$ cat src/rtl/serial_bit_feeder.sv
// Parallel-to-serial feeder for the sequence detector: one frame bit per clock on a registered line.
// Optional even-parity trailer bit is built when SER_PARITY_EN is defined.
module serial_bit_feeder #(
    parameter int WIDTH     = 8,
    parameter bit MSB_FIRST = 1'b1,
    parameter int GAP       = 0
) (
    input  logic             clk,
    input  logic             rst_n,
    input  logic [WIDTH-1:0] in_data,
    input  logic             in_valid,
    output logic             in_ready,
    output logic             ser_out,
    output logic             ser_valid,
    output logic             word_done,
    output logic             busy
);

`ifdef SER_PARITY_EN
    localparam int FL = WIDTH + 1;
`else
    localparam int FL = WIDTH;
`endif
    localparam int CW = 6;
    localparam logic [CW-1:0] LAST_BIT = CW'(FL - 1);
    localparam logic [3:0]    GAP_LAST = 4'(GAP - 1);

    typedef enum logic [1:0] {S_IDLE, S_SHIFT, S_GAP} state_t;

    state_t           state_q, state_d;
    logic [CW-1:0]    cnt_q, cnt_d;
    logic [3:0]       gap_q, gap_d;
    logic [WIDTH-1:0] sreg_q, sreg_d;
    logic             ser_out_q, ser_out_d;
    logic             ser_valid_q, ser_valid_d;
    logic             word_done_q, word_done_d;
    logic             busy_q, busy_d;
    logic             in_ready_q, in_ready_d;
`ifdef SER_PARITY_EN
    logic             par_q, par_d;
`endif
    logic             accept;
    logic             last_bit;

    function automatic logic first_bit(input logic [WIDTH-1:0] x);
        return MSB_FIRST ? x[WIDTH-1] : x[0];
    endfunction

    function automatic logic [WIDTH-1:0] shift_once(input logic [WIDTH-1:0] x);
        return MSB_FIRST ? {x[WIDTH-2:0], 1'b0} : {1'b0, x[WIDTH-1:1]};
    endfunction

    assign accept   = in_valid && in_ready_q;
    assign last_bit = (state_q == S_SHIFT) && (cnt_q == LAST_BIT);

    always_comb begin
        state_d     = state_q;
        cnt_d       = cnt_q;
        gap_d       = gap_q;
        sreg_d      = sreg_q;
        ser_out_d   = 1'b0;
        ser_valid_d = 1'b0;
`ifdef SER_PARITY_EN
        par_d       = par_q;
`endif
        case (state_q)
            S_IDLE: begin
                if (accept) begin
                    state_d     = S_SHIFT;
                    cnt_d       = '0;
                    sreg_d      = shift_once(in_data);
                    ser_out_d   = first_bit(in_data);
                    ser_valid_d = 1'b1;
`ifdef SER_PARITY_EN
                    par_d       = ^in_data;
`endif
                end
            end
            S_SHIFT: begin
                if (!last_bit) begin
                    cnt_d       = cnt_q + 1'b1;
                    sreg_d      = shift_once(sreg_q);
                    ser_out_d   = first_bit(sreg_q);
                    ser_valid_d = 1'b1;
`ifdef SER_PARITY_EN
                    // The slot after the last data bit carries the parity bit.
                    if ((cnt_q + 1'b1) == CW'(WIDTH)) ser_out_d = par_q;
`endif
                end else if (GAP > 0) begin
                    state_d = S_GAP;
                    gap_d   = '0;
                end else if (accept) begin
                    cnt_d       = '0;
                    sreg_d      = shift_once(in_data);
                    ser_out_d   = first_bit(in_data);
                    ser_valid_d = 1'b1;
`ifdef SER_PARITY_EN
                    par_d       = ^in_data;
`endif
                end else begin
                    state_d = S_IDLE;
                end
            end
            S_GAP: begin
                if (gap_q == GAP_LAST) state_d = S_IDLE;
                else                   gap_d   = gap_q + 1'b1;
            end
            default: state_d = S_IDLE;
        endcase

        // Outputs are registered, so the ready/strobe values are derived from the next state.
        word_done_d = ser_valid_d && (cnt_d == LAST_BIT);
        busy_d      = (state_d != S_IDLE);
        in_ready_d  = (state_d == S_IDLE) ||
                      ((GAP == 0) && (state_d == S_SHIFT) && (cnt_d == LAST_BIT));
    end

    always_ff @(posedge clk or negedge rst_n) begin
        if (!rst_n) begin
            state_q     <= S_IDLE;
            cnt_q       <= '0;
            gap_q       <= '0;
            sreg_q      <= '0;
            ser_out_q   <= 1'b0;
            ser_valid_q <= 1'b0;
            word_done_q <= 1'b0;
            busy_q      <= 1'b0;
            in_ready_q  <= 1'b0;
`ifdef SER_PARITY_EN
            par_q       <= 1'b0;
`endif
        end else begin
            state_q     <= state_d;
            cnt_q       <= cnt_d;
            gap_q       <= gap_d;
            sreg_q      <= sreg_d;
            ser_out_q   <= ser_out_d;
            ser_valid_q <= ser_valid_d;
            word_done_q <= word_done_d;
            busy_q      <= busy_d;
            in_ready_q  <= in_ready_d;
`ifdef SER_PARITY_EN
            par_q       <= par_d;
`endif
        end
    end

    assign in_ready  = in_ready_q;
    assign ser_out   = ser_out_q;
    assign ser_valid = ser_valid_q;
    assign word_done = word_done_q;
    assign busy      = busy_q;

endmodule

$ cat config.mk
export PLATFORM = sky130hd
export DESIGN_NAME = serial_bit_feeder
export DESIGN_NICKNAME = d
export VERILOG_FILES = /design/src/rtl/serial_bit_feeder.sv
export SDC_FILE = /design/constraint.sdc
export NUM_CORES = 1
export LEC_CHECK = 0
export ABC_AREA = 1
export CAP_MARGIN = 10
export CORE_ASPECT_RATIO = 1.1
export CORE_MARGIN = 8
export CORE_UTILIZATION = 40
export CTS_BUF_LIST = sky130_fd_sc_hd__clkbuf_8
export CTS_CLUSTER_DIAMETER = 100
export DETAILED_ROUTE_END_ITERATION = 10
export GPL_ROUTABILITY_DRIVEN = 1
export PLACE_DENSITY_LB_ADDON = 0.05
export SYNTH_ARGS = -nofsm -noshare
export SYNTH_HDL_FRONTEND = slang
export SYNTH_SLANG_ARGS = --single-unit
$ cat constraint.sdc
create_clock -name clk -period 2 [get_ports clk]
set_input_delay 0.3 -clock clk [delete_from_list [all_inputs] [get_ports clk]]
set_output_delay 0.3 -clock clk [all_outputs]
set_load 0.1 [all_outputs]
==> impl_metrics.py, run 1 <==
metrics = {
    "outcome": {
        "status": "finished, final reports clean",
    },
    "placed_design": {
        "gp_congestion": 0.8242,
        "dp_slack_ns": 0.2692,
        "port-buffer-count": 15,
        "dp_cells": 205,
        "hpwl_um": 2058,
    },
    "worst_setup_path": {
        "cp_top_family": "simple AND/OR/NAND/NOR gates",
        "critPathRequiredTime_ns": 2.21,
        "crit_chain": "ha_1 > nand2_2 > nor2_4 > a21oi_2 > buf_4 > a21oi_4 > nand2_2 > nor2_2 > nand3_2 > nand2_1",
        "cp.arrival_ns": 1.93,
        "cpMostUsedCell": "nand2_2",
        "crit_path_end_kind": "register",
        "start_kind": "register",
        "crit_buf_inv": 1,
        "timing_worst_setup_path_type": "register to register",
        "crit_fanout": 7,
        "crit_slowest_cell": "dfrtp_1",
        "cp_slowest_stage_delay_ns": 0.48,
    },
    "drt": {
        "wl_um": 2684,
        "drtIter0Drc": 59,
        "drc_errors": 0,
        "dr_total_vias": 1051,
        "first_pass_iters": 4,
        "wl_per_cell_um": 12.84,
        "viasPerCell": 5.029,
        "ant_nets": 0,
    },
    "clocking": {
        "cts_tree": "built",
        "clk_latency_ns": 0.26,
        "clkTransAtPathRegs_ns": 0.09,
        "ctsHoldBuffers": 0,
        "post_cts_resized": 0,
        "cts_root_buf": "clkbuf_8",
        "clock_path_buffers": 2,
        "cts_sinks": 25,
        "cts_setup_buffers": 0,
        "numCtsBuffers": 3,
        "htreeDepth": 1,
    },
    "pwr": {
        "seqPwrFrac_pct": 32.3,
        "switchingPower_w": 0.001315,
        "p_int_w": 0.001313,
        "swShare_pct": 50.05,
        "vdd_ir_drop_max_v": 0.0007906,
        "p_leak_nw": 0.7772,
        "combPwrFrac_pct": 56.5,
        "power_density_mw_per_mm2": 1712,
        "clkPwrFrac_pct": 11.2,
    },
    "finish": {
        "fill_cells": 315,
        "layout-drive-gt1-share_pct": 15.43,
        "syn2layout_area_growth_pct": 18.55,
        "fin_cells": 209,
        "antennaDiodeCount": 0,
        "fin_util_pct": 49.94,
        "fin_nets": 189,
        "regArea_um2": 625.6,
        "multi_input_area_um2": 575.6,
    },
    "timing": {
        "setup_slack_ns": 0.2806,
        "tns_ns": 0,
        "fmax_mhz": 581.6,
        "hold_ws_ns": 0.3899,
        "fin_crit_ns": 1.719,
        "setup_viol": 0,
        "tightest_slew_ns": 0.3631,
        "report.final.slew_viol_count": 0,
        "relSlewSlack_pct": 75.61,
        "rsz0062_at_grt": "false",
        "skew_ns": 0.002703,
        "hold_violations": 0,
        "timing.final.crit_share_pct": 85.97,
    },
    "synth": {
        "synth-seq-area-share_pct": 48.31,
        "syn_inst": 154,
        "synthDistinctLibCells": 25,
        "syn-num-nets": 167,
        "yosys_warnings": 0,
        "netlist_area_mm2": 0.001295,
        "ys_ff_latch": 25,
        "avgSynthCellArea_um2": 8.409,
    },
    "grt": {
        "antenna_found_initial": 0,
        "grt_overflow_total": 0,
        "grt_use_total_pct": 10.78,
        "grt_pass1_vias": 1107,
        "grt_pass1_wl_um": 4698,
        "grt_max_degree": 26,
    },
    "hold_path": {
        "hp-class": "input pin to asynchronous set/reset pin",
    },
    "floorplan": {
        "fp.dieArea_mm2": 0.005316,
        "ios": 16,
        "die_w_um": 70.25,
        "die_y_um": 75.68,
        "floorplan.initialDensity_pct": 42.12,
        "core_mm2": 0.003074,
        "rows": 21,
    },
    "job": {
        "cap_viol_max_count": 0,
    },
}
-- worst paths after layout --
kind                           from         to  slack (ns)  cells after the start
max                        cnt_q[0]   in_ready        0.28                     10
max reg2reg                cnt_q[0]   in_ready        0.28                     10
min reg2reg                gap_q[3]   gap_q[3]        0.47                      1
min                           rst_n   cnt_q[3]        0.39                      2
max in group asynchronous     rst_n  ser_valid        1.36                      2
min in group clk           gap_q[3]   gap_q[3]        0.47                      1
-- layout make-up --
cell class              count  share of cell area (%)
clock buffers               3                   2.689
clock inverters             1                  0.3260
inverters                  20                   5.053
multi-input cells         107                   37.49
flip-flops and latches     25                   40.75
well taps                  34                   2.771
repair buffers             19                   10.92
-- power groups by stage --
stage                     Clock, W  Sequential [W]  Combinational, W
after floorplan                  0         0.00116          0.000852
after global placement           0        0.000851           0.00148
after detailed placement         0        0.000862           0.00150
after CTS                 0.000303        0.000850           0.00150
after global routing      0.000324        0.000872           0.00165
final                     0.000293        0.000849           0.00149
-- layout by cell type (no fill, tap or decap) --
| master | n |
|---|---|
| nor2_1 | 29 |
| nand2_1 | 26 |
| dfrtp_1 | 25 |
| inv_1 | 17 |
| nand3_1 | 14 |
| clkdlybuf4s50_1 | 10 |
| buf_4 | 9 |
| nor3_1 | 8 |
| o21a_1 | 7 |
| nor2_4 | 5 |
| nand4_1 | 3 |
| clkbuf_8 | 3 |
| nand2_2 | 2 |
| inv_2 | 2 |
| o21ai_0 | 2 |
| ha_1 | 2 |
| a21oi_2 | 1 |
| a21oi_4 | 1 |
| inv_4 | 1 |
| a32o_1 | 1 |
| o211ai_1 | 1 |
| nor2_2 | 1 |
| nand3_2 | 1 |
| a21o_1 | 1 |
| xor2_1 | 1 |
| xnor2_1 | 1 |
| clkinv_2 | 1 |
-- cell families (layout without fill, tap and decap cells) --
| family | count (synthesis) | after routing | share of synthesized area (%) |
|---|---|---|---|
| adders and majority gates | 2 | 2 | 1.932 |
| DFF | 25 | 25 | 48.31 |
| buffers and inverters | 22 | 43 | 7.246 |
| AOI/OAI and AO/OA | 14 | 14 | 8.697 |
| xor gates and xnor gates | 2 | 2 | 1.353 |
| and+or+nand+nor | 89 | 89 | 32.46 |
-- worst register-to-register path, stage by stage, from the launching register on --
cell,delay (ns)
dfrtp_1,0.48
ha_1,0.24
nand2_2,0.10
nor2_4,0.12
a21oi_2,0.09
buf_4,0.18
a21oi_4,0.16
nand2_2,0.06
nor2_2,0.11
nand3_2,0.08
nand2_1,0.06
-- synth_stat cells (all sizes together) --
| cell type | count | share of area, % |
|---|---|---|
| nor2 | 35 | 13 |
| nand2 | 28 | 8.5 |
| dfrtp | 25 | 48 |
| inv | 20 | 6.0 |
| nand3 | 15 | 6.2 |
| nor3 | 8 | 3.1 |
| o21a | 7 | 4.1 |
| nand4 | 3 | 1.4 |
| a21oi | 2 | 1.9 |
| buf | 2 | 1.3 |
| ha | 2 | 1.9 |
| o21ai | 2 | 0.77 |
| a21o | 1 | 0.58 |
| a32o | 1 | 0.77 |
| o211ai | 1 | 0.58 |
| xnor2 | 1 | 0.68 |
| xor2 | 1 | 0.68 |
-- per-stage QoR --
stage	instance area (µm²)	power [W]
floorplan	1295	0.002012
global placement	1489	0.002329
detailed placement	1489	0.002359
CTS	1535	0.002657
global route	1535	0.002842
finish	1535	0.002628
-- flip-flops by register name, summed over array words and instances (netlist names) --
signal,count
sreg_q,8
cnt_q,6
gap_q,4
state_q,2
busy,1
in_ready,1
ser_out,1
ser_valid,1
word_done,1
-- routing by layer --
metal,up-vias,global-route usage (%),wire length (µm)
li1,534,-,-
met1,506,12.59,1239
met2,9,19.22,1355
met3,2,2.083,70
met4,0,4.241,19
met5,-,0,0
(Power assumes the default switching activity.)
==> run 2: changes to the inputs <==
==> constraint.sdc (replaced) <==
create_clock -name clk -period 1.4 [get_ports clk]
set_input_delay 0.21 -clock clk [delete_from_list [all_inputs] [get_ports clk]]
set_output_delay 0.21 -clock clk [all_outputs]
set_load 0.1 [all_outputs]
==> run 2 against run 1 <==
  * The flow now finishes with violations (negative setup slack)
  * Critical endpoint unchanged
  * Critical path type unchanged
  * Global-route usage grew 0.70 points
  * Die area is the same
  * Total power grew 79%
==> impl_metrics.py, run 2 (synthesized netlist as in run 1, its figures left out) <==
metrics = {
    "outcome": {
        "status": "finished with violations",
        "violations": "negative setup slack",
    },
    "timing": {
        "timing.final.crit_share_pct": 110.4,
        "skew_ns": 0.004410,
        "fmax_mhz": 646.7,
        "hold_violations": 0,
        "report.final.slew_viol_count": 0,
        "tns_ns": -1.018,
        "relSlewSlack_pct": 74.94,
        "setup_viol": 12,
        "fin_crit_ns": 1.546,
        "rsz0062_at_grt": "true",
        "setup_slack_ns": -0.1463,
        "hold_ws_ns": 0.3012,
        "tightest_slew_ns": 0.3745,
    },
    "floorplan": {
        "floorplan.initialDensity_pct": 42.12,
        "fp.dieArea_mm2": 0.005316,
        "die_y_um": 75.68,
        "ios": 16,
        "rows": 21,
        "core_mm2": 0.003074,
        "die_w_um": 70.25,
    },
    "finish": {
        "layout-drive-gt1-share_pct": 32.99,
        "reg_top3": "sreg_q: 8 flops, cnt_q: 6 flops, gap_q: 4 flops",
        "largest-register": "sreg_q",
        "syn2layout_area_growth_pct": 41.55,
        "final_area_mm2": 0.001833,
        "fin_nets": 211,
        "final_common_cell": "nor2_1",
        "largest_reg_flops": 8,
        "fin_cells": 231,
        "antennaDiodeCount": 0,
        "fill_cells": 273,
        "final_cell_mix": "25 x nor2_1, 24 x dfrtp_1, 23 x buf_4",
    },
    "pwr": {
        "power_density_mw_per_mm2": 2561,
        "p_leak_nw": 0.9174,
        "vdd_ir_drop_max_v": 0.001345,
    },
    "drt": {
        "dr_total_vias": 1134,
        "first_pass_iters": 4,
        "viasPerCell": 4.909,
        "drc_errors": 0,
        "wl_um": 2955,
        "wl_per_cell_um": 12.79,
        "ant_nets": 0,
        "drtIter0Drc": 40,
    },
    "placed_design": {
        "port-buffer-count": 15,
        "gp_congestion": 0.8332,
        "placedInstanceArea_mm2": 0.001700,
        "dp_slack_ns": -0.1374,
        "hpwl_um": 2164,
        "dp_cells": 223,
    },
    "clocking": {
        "numCtsBuffers": 3,
        "htreeDepth": 1,
        "ctsHoldBuffers": 0,
        "clock_path_buffers": 2,
        "cts_tree": "built",
        "cts_root_buf": "clkbuf_8",
        "clk_latency_ns": 0.27,
        "cts_sinks": 25,
        "clkTransAtPathRegs_ns": 0.09,
    },
    "grt": {
        "grt_max_degree": 26,
        "antenna_found_initial": 0,
        "grt_pass1_wl_um": 4974,
        "grt_overflow_total": 0,
        "grt_pass1_vias": 1150,
        "grt_use_total_pct": 11.48,
    },
    "job": {
        "cap_viol_max_count": 0,
    },
    "worst_setup_path": {
        "cp.arrival_ns": 1.76,
        "start_kind": "register",
        "critPathRequiredTime_ns": 1.61,
        "crit_fanout": 3,
        "crit_path_end_kind": "register",
        "timing_worst_setup_path_type": "register to register",
    },
    "hold_path": {
        "hp-class": "input pin to asynchronous set/reset pin",
    },
}
-- run 2: final cells by class --
cell class / count / area, µm² / share of cell area [%]
clock inverter: 1 / 5.005 / 0.2730
timing repair buffer: 41 / 406.6 / 22.18
sequential: 25 / 629.4 / 34.33
tap: 34 / 42.54 / 2.321
multi-input combinational: 107 / 630.6 / 34.40
clock buffer: 3 / 41.29 / 2.253
inverter: 20 / 77.57 / 4.232
-- run 2: final timing paths --
kind	start	cells after the start	slack (ns)	endpoint
max	cnt_q[1]	11	-0.15	in_ready
min	rst_n	2	0.30	cnt_q[3]
max reg2reg	cnt_q[1]	11	-0.15	in_ready
min reg2reg	gap_q[3]	1	0.48	gap_q[3]
max in group asynchronous	rst_n	2	0.83	in_ready
min in group clk	gap_q[3]	1	0.48	gap_q[3]
-- run 2: what timing repair did --
item	CTS	global route
pin swaps	0	8
setup endpoints to repair	12	16
resized for setup	2	16
buffers inserted	0	4
-- run 2: layer usage --
layer  vias to the layer above  global-route usage [%]  routed length, µm
met2                        10                   20.72               1558
li1                        579                       -                  -
met3                         5                   2.083                 53
met5                         -                       0                  0
met1                       540                   13.07               1298
met4                         0                   5.134                 44
-- run 2: critical path, stage by stage (launching register included) --
cell and delay [ns]:
dfrtp_1 0.36, ha_2 0.19, nand2_2 0.07, nor2_4 0.17
nand2_2 0.11, nand3_2 0.09, nand2_2 0.07, nor2_4 0.13
nand2_2 0.07, nor2_4 0.10, nand3_2 0.07, nand2_1 0.06
-- run 2: power breakdown --
part           internal [W]  leakage, nW  switching, W
logic               0.00135        0.585       0.00175
registers           0.00101        0.307      0.000176
clock network      0.000199       0.0255      0.000221
-- run 2: metrics by stage --
step | total power [W] | utilization [%]
2_1_floorplan | 0.002900 | -
3_3_place_gp | 0.003875 | 55.31
3_5_place_dp | 0.003912 | 55.31
4_1_cts | 0.004379 | 57.02
5_1_grt | 0.005033 | 59.63
6_report | 0.004695 | 59.63
==> run 3: changes to the inputs <==
--- a/config.mk
+++ b/config.mk
@@ -12,6 +12,7 @@
 export CORE_UTILIZATION = 40
 export CTS_BUF_LIST = sky130_fd_sc_hd__clkbuf_8
 export CTS_CLUSTER_DIAMETER = 100
+export CTS_CLUSTER_SIZE = 25
 export DETAILED_ROUTE_END_ITERATION = 10
 export GPL_ROUTABILITY_DRIVEN = 1
 export PLACE_DENSITY_LB_ADDON = 0.05
==> results of run 3 <==
Final layout, timing and power as in run 2 (identical DEF).
==> edit, RTL diff (settings of run 3) <==
Build with the macro `SER_PARITY_EN` defined.
--- a/src/rtl/serial_bit_feeder.sv
+++ b/src/rtl/serial_bit_feeder.sv
@@ -1,5 +1,7 @@
 // Parallel-to-serial feeder for the sequence detector: one frame bit per clock on a registered line.
 // Optional even-parity trailer bit is built when SER_PARITY_EN is defined.
+`define SER_PARITY_EN
+
 module serial_bit_feeder #(
     parameter int WIDTH     = 8,
     parameter bit MSB_FIRST = 1'b1,
Check against the original RTL: not equivalent (a bounded check fails within 10 cycles, from zero or initial values and one cycle with rst_n low).
==> edit against run 3 <==
The run still ends with setup timing left; power rose by 18%; synthesized cell count grew 16%; cell area is 21% higher; sequential cell count is 1 higher; wire length is 23% higher; synthesized area is 13% higher; setup slack improved by 0.079 ns; count of clock-buffer cells in the layout is the same; global-route usage grew 1.7 points; combinational power grew 17%; highest routed layer unchanged.
==> edit: results (changes against run 3) <==
Run status
  • Run status: complete, but fails checks
  • Failing checks: setup timing

Setup path
  • Crit-path max cell delay: 0.48 ns (+0.12 ns)

Timing
  • Setup ws final: -0.0677 ns (+0.0785 ns)
  • Final setup viols: 10 (-2)
  • Max Clock Skew: 0.00176 ns (-0.00265 ns)
  • Worst slew margin: 0.836 (+0.0864)

Logic synthesis
  • Post-Syn Nets: 193 (+16%)
  • Post-synthesis adder-cell area fraction: 0.0342 (+0.0149)
  • Post-synthesis xor/xnor area fraction: 0.0539 (+0.0404)
  • Synth area leaders: dfrtp_1 (45%), nand2_1 (12%), nand3_1 (5.1%)
  • Post-synth top cells: nand2_1 (45), dfrtp_1 (26), nor2_1 (17)
  • Post-Syn Instances: 178 (+16%)

Layout
  • Fillers: 338 (+24%)
  • Fraction of area in multi-input gates: 0.382 (+0.0382)
  • Area Growth Syn to Fin: 51.2%
  • Finished Layout Cells: 275 (+19%)
  • Clock-cell share of area: 0.0323 (+0.00702)
  • Share of cells above drive strength 1: 0.418 (+0.0878)
  • Net count, final: 241 (+14%)

Pwr
  • Pleak: 1.05 nW (+14%)
  • P_int: 3.06 mW (+20%)

Global routing
  • GRT met1 Usage: 0.157 (+0.0260)
  • Met2 usage: 0.232 (+0.0243)
  • First-pass GRT wire length: 6.14 mm (+23%)
  • Vias in the first global route: 1377 (+20%)
  • GRT Overall Usage: 0.132 (+0.0168)

Place
  • Detailed placement HPWL: 2.62 mm (+21%)
  • Post-Place Cells: 263 (+18%)

Detailed routing
  • First-iteration detailed-routing DRC count: 79 (+98%)
  • Post-Route M1 WL: 1.44 mm (+11%)
  • Via density: 4.96 (+1.1%)
  • Routed wl met2: 2.00 mm (+28%)

Floorplan
  • # Taps: 50 (+47%)
## edit: power groups by stage
| stage | Clock (mW) | Combinational (mW) | Sequential [mW] |
|---|---|---|---|
| global placement | 0 | 2.99 | 1.28 |
| CTS | 0.633 | 3.33 | 1.32 |
| finish | 0.618 | 3.62 | 1.32 |
| floorplan | 0 | 1.51 | 1.63 |
| global route | 0.659 | 3.90 | 1.35 |
| detailed placement | 0 | 3.02 | 1.30 |
## edit: cells by family after synthesis
family | count (synthesis)
AND/OR/NAND/NOR | 90
buffers and inverters | 25
adder cells (fa/ha/maj) | 4
flip-flops | 26
XOR/XNOR | 9
AO/OA/AOI/OAI | 24
## edit: timing repair
item,in CTS,in global routing
hold buffers,0,0
buffers inserted,5,3
endpoints found under the setup margin,14,21
gates cloned,1,0
pin swaps,10,14
gates resized for setup,21,23
## edit: stage by stage
stage                     power (mW)  hold slack [ns]  worst slack, ns  setup TNS, ns
final                           5.55            0.287          -0.0677         -0.472
after global routing            5.91            0.306           -0.174          -1.69
after CTS                       5.28            0.293          -0.0802         -0.499
after detailed placement        4.32            0.471           -0.171          -1.73
after global placement          4.27            0.471           -0.115          -1.08
after floorplan                 3.14          -0.0856          0.00329              0
## edit: worst max path at each step
| stage | start | to | slack (ns) | cells past startpoint |
|---|---|---|---|---|
| 4_1_cts | cnt_q[0] | in_ready | -0.08 | 9 |
| 5_1_grt | cnt_q[0] | in_ready | -0.17 | 9 |
| 3_5_place_dp | in_valid | sreg_q[3] | -0.17 | 8 |
| 6_report | cnt_q[2] | in_ready | -0.07 | 10 |
| 3_3_place_gp | in_valid | in_ready | -0.12 | 9 |
| 2_1_floorplan | cnt_q[0] | in_ready | 0.003 | 11 |
